## src/rtl/alu_ctrl_pkg.sv

```systemverilog
// Shared definitions for the ALU request arbiter: widths, opcodes and FSM states.
package alu_ctrl_pkg;

  localparam int W_DEF   = 16;
  localparam int OPW_DEF = 3;

  localparam logic [2:0] OP_ADD   = 3'd0;
  localparam logic [2:0] OP_SUB   = 3'd1;
  localparam logic [2:0] OP_AND   = 3'd2;
  localparam logic [2:0] OP_OR    = 3'd3;
  localparam logic [2:0] OP_NOT   = 3'd4;
  localparam logic [2:0] OP_XOR   = 3'd5;
  localparam logic [2:0] OP_PASSB = 3'd6;

  typedef enum logic [1:0] {
    ST_IDLE   = 2'd0,
    ST_ISSUE  = 2'd1,
    ST_SETTLE = 2'd2,
    ST_RESP   = 2'd3
  } state_t;

endpackage

```

## src/rtl/alu_req_arbiter_rr_arb2.sv

```systemverilog
// Two-way round-robin grant: on a tie the requester that did not win last time gets it.
module rr_arb2 (
  input  logic valid0_i,
  input  logic valid1_i,
  input  logic last_grant_i,
  output logic gnt0_o,
  output logic gnt1_o
);

  assign gnt0_o = valid0_i & (~valid1_i | last_grant_i);
  assign gnt1_o = valid1_i & (~valid0_i | ~last_grant_i);

endmodule

```

## src/rtl/alu_req_arbiter.sv

```systemverilog
// Shares one external 16-bit ALU between two requesters, one operation in flight,
// with operands held until the ALU's registered zero flag has settled.
module alu_req_arbiter
  import alu_ctrl_pkg::*;
#(
  parameter int W   = W_DEF,
  parameter int OPW = OPW_DEF
) (
  input  logic           clk,
  input  logic           rst,
  input  logic           req0_valid,
  output logic           req0_ready,
  input  logic [OPW-1:0] req0_op,
  input  logic [W-1:0]   req0_a,
  input  logic [W-1:0]   req0_b,
  input  logic           req1_valid,
  output logic           req1_ready,
  input  logic [OPW-1:0] req1_op,
  input  logic [W-1:0]   req1_a,
  input  logic [W-1:0]   req1_b,
  output logic           rsp0_valid,
  output logic           rsp1_valid,
  input  logic           rsp0_ready,
  input  logic           rsp1_ready,
  output logic [W-1:0]   rsp_out,
  output logic           rsp_zf,
  output logic [OPW-1:0] alu_sel,
  output logic [W-1:0]   alu_in1,
  output logic [W-1:0]   alu_in2,
  input  logic [W-1:0]   alu_out,
  input  logic           alu_zf,
  output logic           busy
);

  state_t         state_q;
  logic           last_grant_q;
  logic           owner_q;
  logic [OPW-1:0] sel_q;
  logic [W-1:0]   in1_q;
  logic [W-1:0]   in2_q;
  logic [W-1:0]   out_q;
  logic           zf_q;
  logic           gnt0;
  logic           gnt1;
  logic           in_idle;
  logic           owner_ready;

  rr_arb2 u_rr_arb2 (
    .valid0_i     (req0_valid),
    .valid1_i     (req1_valid),
    .last_grant_i (last_grant_q),
    .gnt0_o       (gnt0),
    .gnt1_o       (gnt1)
  );

  // Ready is suppressed while reset is asserted, even though the state is combinationally IDLE.
  assign in_idle     = (state_q == ST_IDLE);
  assign req0_ready  = rst & in_idle & gnt0;
  assign req1_ready  = rst & in_idle & gnt1;
  assign owner_ready = owner_q ? rsp1_ready : rsp0_ready;

  always_ff @(posedge clk) begin
    if (!rst) begin
      state_q      <= ST_IDLE;
      last_grant_q <= 1'b1;
      owner_q      <= 1'b0;
      sel_q        <= '0;
      in1_q        <= '0;
      in2_q        <= '0;
      out_q        <= '0;
      zf_q         <= 1'b0;
    end else begin
      case (state_q)
        ST_IDLE: begin
          if (req0_ready || req1_ready) begin
            state_q      <= ST_ISSUE;
            owner_q      <= req1_ready;
            last_grant_q <= req1_ready;
            sel_q        <= req1_ready ? req1_op : req0_op;
            in1_q        <= req1_ready ? req1_a  : req0_a;
            in2_q        <= req1_ready ? req1_b  : req0_b;
          end
        end
        ST_ISSUE:  state_q <= ST_SETTLE;
        // The ALU's zero flag lags its result by one cycle; both are valid here.
        ST_SETTLE: begin
          state_q <= ST_RESP;
          out_q   <= alu_out;
          zf_q    <= alu_zf;
        end
        ST_RESP: begin
          if (owner_ready) state_q <= ST_IDLE;
        end
        default: state_q <= ST_IDLE;
      endcase
    end
  end

  assign rsp0_valid = (state_q == ST_RESP) & ~owner_q;
  assign rsp1_valid = (state_q == ST_RESP) &  owner_q;
  assign rsp_out    = out_q;
  assign rsp_zf     = zf_q;
  assign alu_sel    = sel_q;
  assign alu_in1    = in1_q;
  assign alu_in2    = in2_q;
  assign busy       = ~in_idle;

endmodule

```

## config.mk

```make
export PLATFORM = sky130hd
export DESIGN_NAME = alu_req_arbiter
export DESIGN_NICKNAME = d
export VERILOG_FILES = /design/src/rtl/alu_ctrl_pkg.sv /design/src/rtl/alu_req_arbiter_rr_arb2.sv /design/src/rtl/alu_req_arbiter.sv
export SDC_FILE = /design/constraint.sdc
export NUM_CORES = 1
export LEC_CHECK = 0
export CAP_MARGIN = 20
export CORE_AREA = 2 2 108 68
export DETAILED_ROUTE_END_ITERATION = 16
export DIE_AREA = 0 0 110 70
export PLACE_DENSITY = 0.79
export SKIP_LAST_GASP = 1
export SYNTH_ARGS = -nofsm -noshare
export SYNTH_HDL_FRONTEND = slang
export SYNTH_HIERARCHICAL = 1
export SYNTH_SLANG_ARGS = --single-unit
```

## constraint.sdc

```tcl
create_clock -name clk -period 1.72 [get_ports clk]
set_clock_uncertainty 0.15 [all_clocks]
set_input_delay 0.172 -clock clk [delete_from_list [all_inputs] [get_ports clk]]
set_output_delay 0.172 -clock clk [all_outputs]
set_load 0.1 [all_outputs]
```

; ---- After elaboration in Yosys (flattened, before gate mapping)
; Index checks and enable logic that the tools add are counted.
[word_totals]
regBits = 56
inputBits = 93
output_inout_bits = 57
elab_cells = 38
[classes]
eq_ne = 5
n_mux = 7
bitwise_logic = 14
n_reduce_logical = 4
[op_table]
columns = op, count
row1 = $mux 16, 2
row2 = $pmux 2 s4, 1
row3 = $and 1x1->1, 7
row4 = $not 1->1, 5
row5 = $eq 2x2->1 const B, 2
row6 = $mux 2, 2
row7 = $reduce_and 2->1, 2
row8 = $mux 3, 1
row9 = $eq 2x1->1 const B, 1
row10 = $logic_not 2->1, 1
row11 = $ne 2x1->1 const B, 1
row12 = $ne 2x2->1 const B, 1
row13 = $or 1x1->1, 2
row14 = $logic_or 1x1->1, 1
row15 = $mux 1, 1

; ---- Logic depth before layout (Yosys ltp)
[logic_depth]
word_depth = 7
mapped_depth = 7
mapped_depth_nobuf = 5

; ---- Hierarchy
; The synthesis kept the hierarchy.
[by_module_without_submodules]
columns = module, instances, cells_per_inst, area_per_inst_um2, seq_area_each_um2
row1 = alu_req_arbiter, 1, 238, 2416.1, 1121.1
row2 = rr_arb2, 1, 3, 18.8, 0.0

; ---- Worst setup path after synthesis
; Ideal clock, no wire load.
[synth_timing]
path_type = reg2out
startpoint = register state_q[1]
endpoint = output rsp0_valid
arrival_ps = 1920
required_ps = 1398
slack_ps = -522
stages_incl_launch_ff = 3
n_path_buf = 0
path_cell_list = dfxtp_1 ha_1 nor2b_1
[synth_via]
elab_chain_len = 2
[synth_rtl]
columns = item, line
row1 = from (decl), alu_req_arbiter.sv:35  ; state_t state_q;
row2 = from (signal assigned), alu_req_arbiter.sv:64  ; state_q <= ST_IDLE;
row3 = from (signal assigned), alu_req_arbiter.sv:76  ; state_q <= ST_ISSUE;
row4 = from (signal assigned), alu_req_arbiter.sv:84  ; ST_ISSUE: state_q <= ST_SETTLE;
row5 = $eq 2x2->1, alu_req_arbiter.sv:99  ; assign rsp0_valid = (state_q == ST_RESP) & ~owner_q;
row6 = $and 1x1->1, alu_req_arbiter.sv:99
row7 = to (decl), alu_req_arbiter.sv:21  ; output logic rsp0_valid,
; Every way passes these cells.

; ---- Worst setup path after layout
[layout_timing]
startpoint = input req1_valid
endpoint = output req1_ready
[layout_via]
elab_chain_len = 2
[layout_rtl]
columns = item, line
row1 = from (decl), alu_req_arbiter.sv:16  ; input logic req1_valid,
row2 = $and 1x1->1, alu_req_arbiter_rr_arb2.sv:11  ; assign gnt1_o = valid1_i & (~valid0_i | ~last_grant_i);
row3 = net gnt1, alu_req_arbiter.sv:44  ; logic gnt1;
row4 = $and 1x1->1, alu_req_arbiter.sv:59  ; assign req1_ready = rst & in_idle & gnt1;
row5 = to (decl), alu_req_arbiter.sv:17  ; output logic req1_ready,
; The timed path passes the listed nets, and every way through them passes these cells.

==> impl_metrics.py <==
metrics = {
    "drt": {
        "routed_via_density": 4.77,
        "drtIter0Drc": 49,
        "drtPass1Iterations": 6,
        "vias": 2278,
        "wire_per_inst_um": 14.9,
        "final_antenna_net_count": 0,
        "drc": 0,
        "routed_wl_mm": 7.10,
    },
    "clocking": {
        "clock_path_buffers": 2,
        "cts_made_buffers": 5,
        "clock_sinks": 56,
        "cts_tree": "done",
        "root_buffer": "clkbuf_8",
        "clock_latency_ps": 290,
        "clk_pin_slew_worst_paths_ps": 90,
        "cts_max_level": 2,
    },
    "final_layout": {
        "final_common_cell": "clkdlybuf4s50_1",
        "nets": 483,
        "final_cell_mix": "91 x clkdlybuf4s50_1, 62 x buf_12, 54 x mux2i_1, 54 x dfxtp_1, 36 x o21ai_1",
        "diodes": 0,
        "drive_gt1_share_pct": 22.7,
        "fin_area_um2": 4760,
        "syn_to_final_growth_pct": 95.6,
    },
    "floorplanning": {
        "chipWidth_um": 110,
        "die_h_um": 70,
        "core_um2": 6880,
        "initial_core_util_pct": 35.4,
        "row_count": 24,
        "dieArea_um2": 7700,
        "io_pins": 150,
    },
    "critical_path": {
        "cp_max_fo": 3,
        "timing.rr.start": "state_q[1]",
        "cp.required_ps": 1400,
        "critPathArrivalTime_ps": 1390,
        "cp-end-kind": "output pin",
        "criticalPathCategory": "input pin to output pin",
        "regToRegSetupSlack_ps": 140,
        "cp-startpoint": "req1_valid",
        "startpoint_type": "input pin",
    },
    "synth": {
        "ys_seq_area_share_pct": 46.0,
        "ys_ff_latch": 56,
        "ys_warn_count": 6,
        "yosysTopAreaCell": "dfxtp_1",
        "syn_avg_cell_area_um2": 10.1,
        "yosys-top-cells-area": "dfxtp_1 46%, mux2i_1 22%, o21ai_1 7.4%",
        "syn_inst": 241,
        "netlist_area_um2": 2430,
        "synth.distinct_cells": 22,
        "synth_top_area_share_pct": 46.0,
        "syn-num-nets": 337,
    },
    "run": {
        "maxCapViolCount": 0,
    },
    "placed_design": {
        "placed_area_um2": 4580,
        "dp_hpwl_mm": 5.32,
        "portBuffers": 149,
        "routabilityCongestion": 0.715,
    },
    "timing": {
        "whs_ps": 168,
        "period_minus_slack_ps": 1710,
        "slew_headroom_pct": 76.1,
        "worst_pin_slew_ps": 358,
        "fin_crit_sh_pct": 99.7,
        "finalSetupViolCount": 0,
        "setup_tns_ps": 0,
        "rsz0062_at_grt": "true",
        "report.final.slew_viol_count": 0,
        "hold_viol_final": 0,
        "max_freq_mhz": 583,
    },
    "power_and_ir_drop": {
        "ir_drop_v": 0.000686,
        "leakagePower_nw": 2.03,
        "power_density_nw_per_um2": 1590,
    },
    "min_path": {
        "hold_class": "input pin to flip-flop",
        "holdCritStartpoint": "rst",
    },
    "grt": {
        "grt_overflow_total": 0,
        "grt_usage_pct": 18.0,
        "grt_start_max_net_pins": 40,
        "antenna_found_initial": 0,
        "grt_pass1_vias": 2289,
        "grt_pass1_wl_mm": 10.8,
    },
    "run_status": {
        "status": "complete, no violations",
    },
}
through the flow:
stage               utilization [%]  cells  total power, mW  setup slack, ps
finish                         69.3    478             7.56             5.90
global placement               66.6    468             6.66             -155
detailed placement             66.6    468             6.74             -241
global route                   69.3    478             7.85            -47.9
CTS                            69.1    478             7.62             17.3
floorplan                         -    241             4.94            -2.83
cell usage after synthesis (all sizes together):
| cell type | n |
|---|---|
| mux2i | 54 |
| nor2b | 18 |
| o211a | 2 |
| o211ai | 1 |
| nand3 | 1 |
| clkbuf | 3 |
| dfxtp | 56 |
| a211o | 1 |
| inv | 6 |
| o21ai | 36 |
| nand2 | 3 |
| buf | 17 |
| a2bb2oi | 1 |
| ha | 3 |
| a21boi | 2 |
| a21oi | 35 |
| and2 | 1 |
| and3 | 1 |
power by group:
part | total [mW] | internal (mW) | switching [mW]
clock network | 0.761 | 0.360 | 0.402
registers | 1.92 | 1.61 | 0.318
logic | 4.87 | 1.90 | 2.97
total | 7.56 | 3.87 | 3.69
cell type report:
class | count | area [um^2]
Multi-Input combinational cell | 159 | 1180
Tap cell | 91 | 114
Fill cell | 523 | 2110
Clock buffer | 7 | 96.3
Inverter | 6 | 26.3
Sequential cell | 56 | 1120
Timing Repair Buffer | 159 | 2220
metal layers:
metal / vias to the layer above / share of wire [%] / global-route usage [%]
li1: 1142 / - / -
met1: 1048 / 40 / 19.8
met2: 86 / 49 / 32.2
met3: 2 / 11 / 7.47
met4: 0 / 0.48 / 3.94
met5: - / 0 / 0
what timing repair did:
action / CTS / global route
cloned: 1 / 0
buffers inserted: 2 / 0
pin swaps: 1 / 0
resized for setup: 5 / 3
endpoints found under the setup margin: 1 / 4
hold buffers: 0 / 0
worst paths after layout:
path                     end  cells past startpoint
setup / recovery  req1_ready                      6
hold reg to reg   state_q[1]                      2
setup reg to reg  alu_in1[2]                      7
hold / removal       owner_q                      4
registers in the layout (all words and copies together) (netlist names):
| register | flops |
|---|---|
| rsp_out | 16 |
| state_q | 2 |
| alu_sel | 3 |
| alu_in1 | 16 |
| alu_in2 | 16 |
| rsp_zf | 1 |
| owner_q | 1 |
| last_grant_q | 1 |
cell families after synthesis:
| group | synth area share [%] |
|---|---|
| compound gates | 17.3 |
| flops | 46.0 |
| mux | 22.2 |
| buf+inv | 6.89 |
| simple gates | 6.01 |
| fa+ha+maj | 1.54 |
worst max-delay path, cell delays in order:
cell and delay (ps):
clkdlybuf4s50_1 480, a21boi_2 240, nand3_4 120, buf_12 150
inv_2 60, buf_12 170
Power figures use the tool's default switching activity.
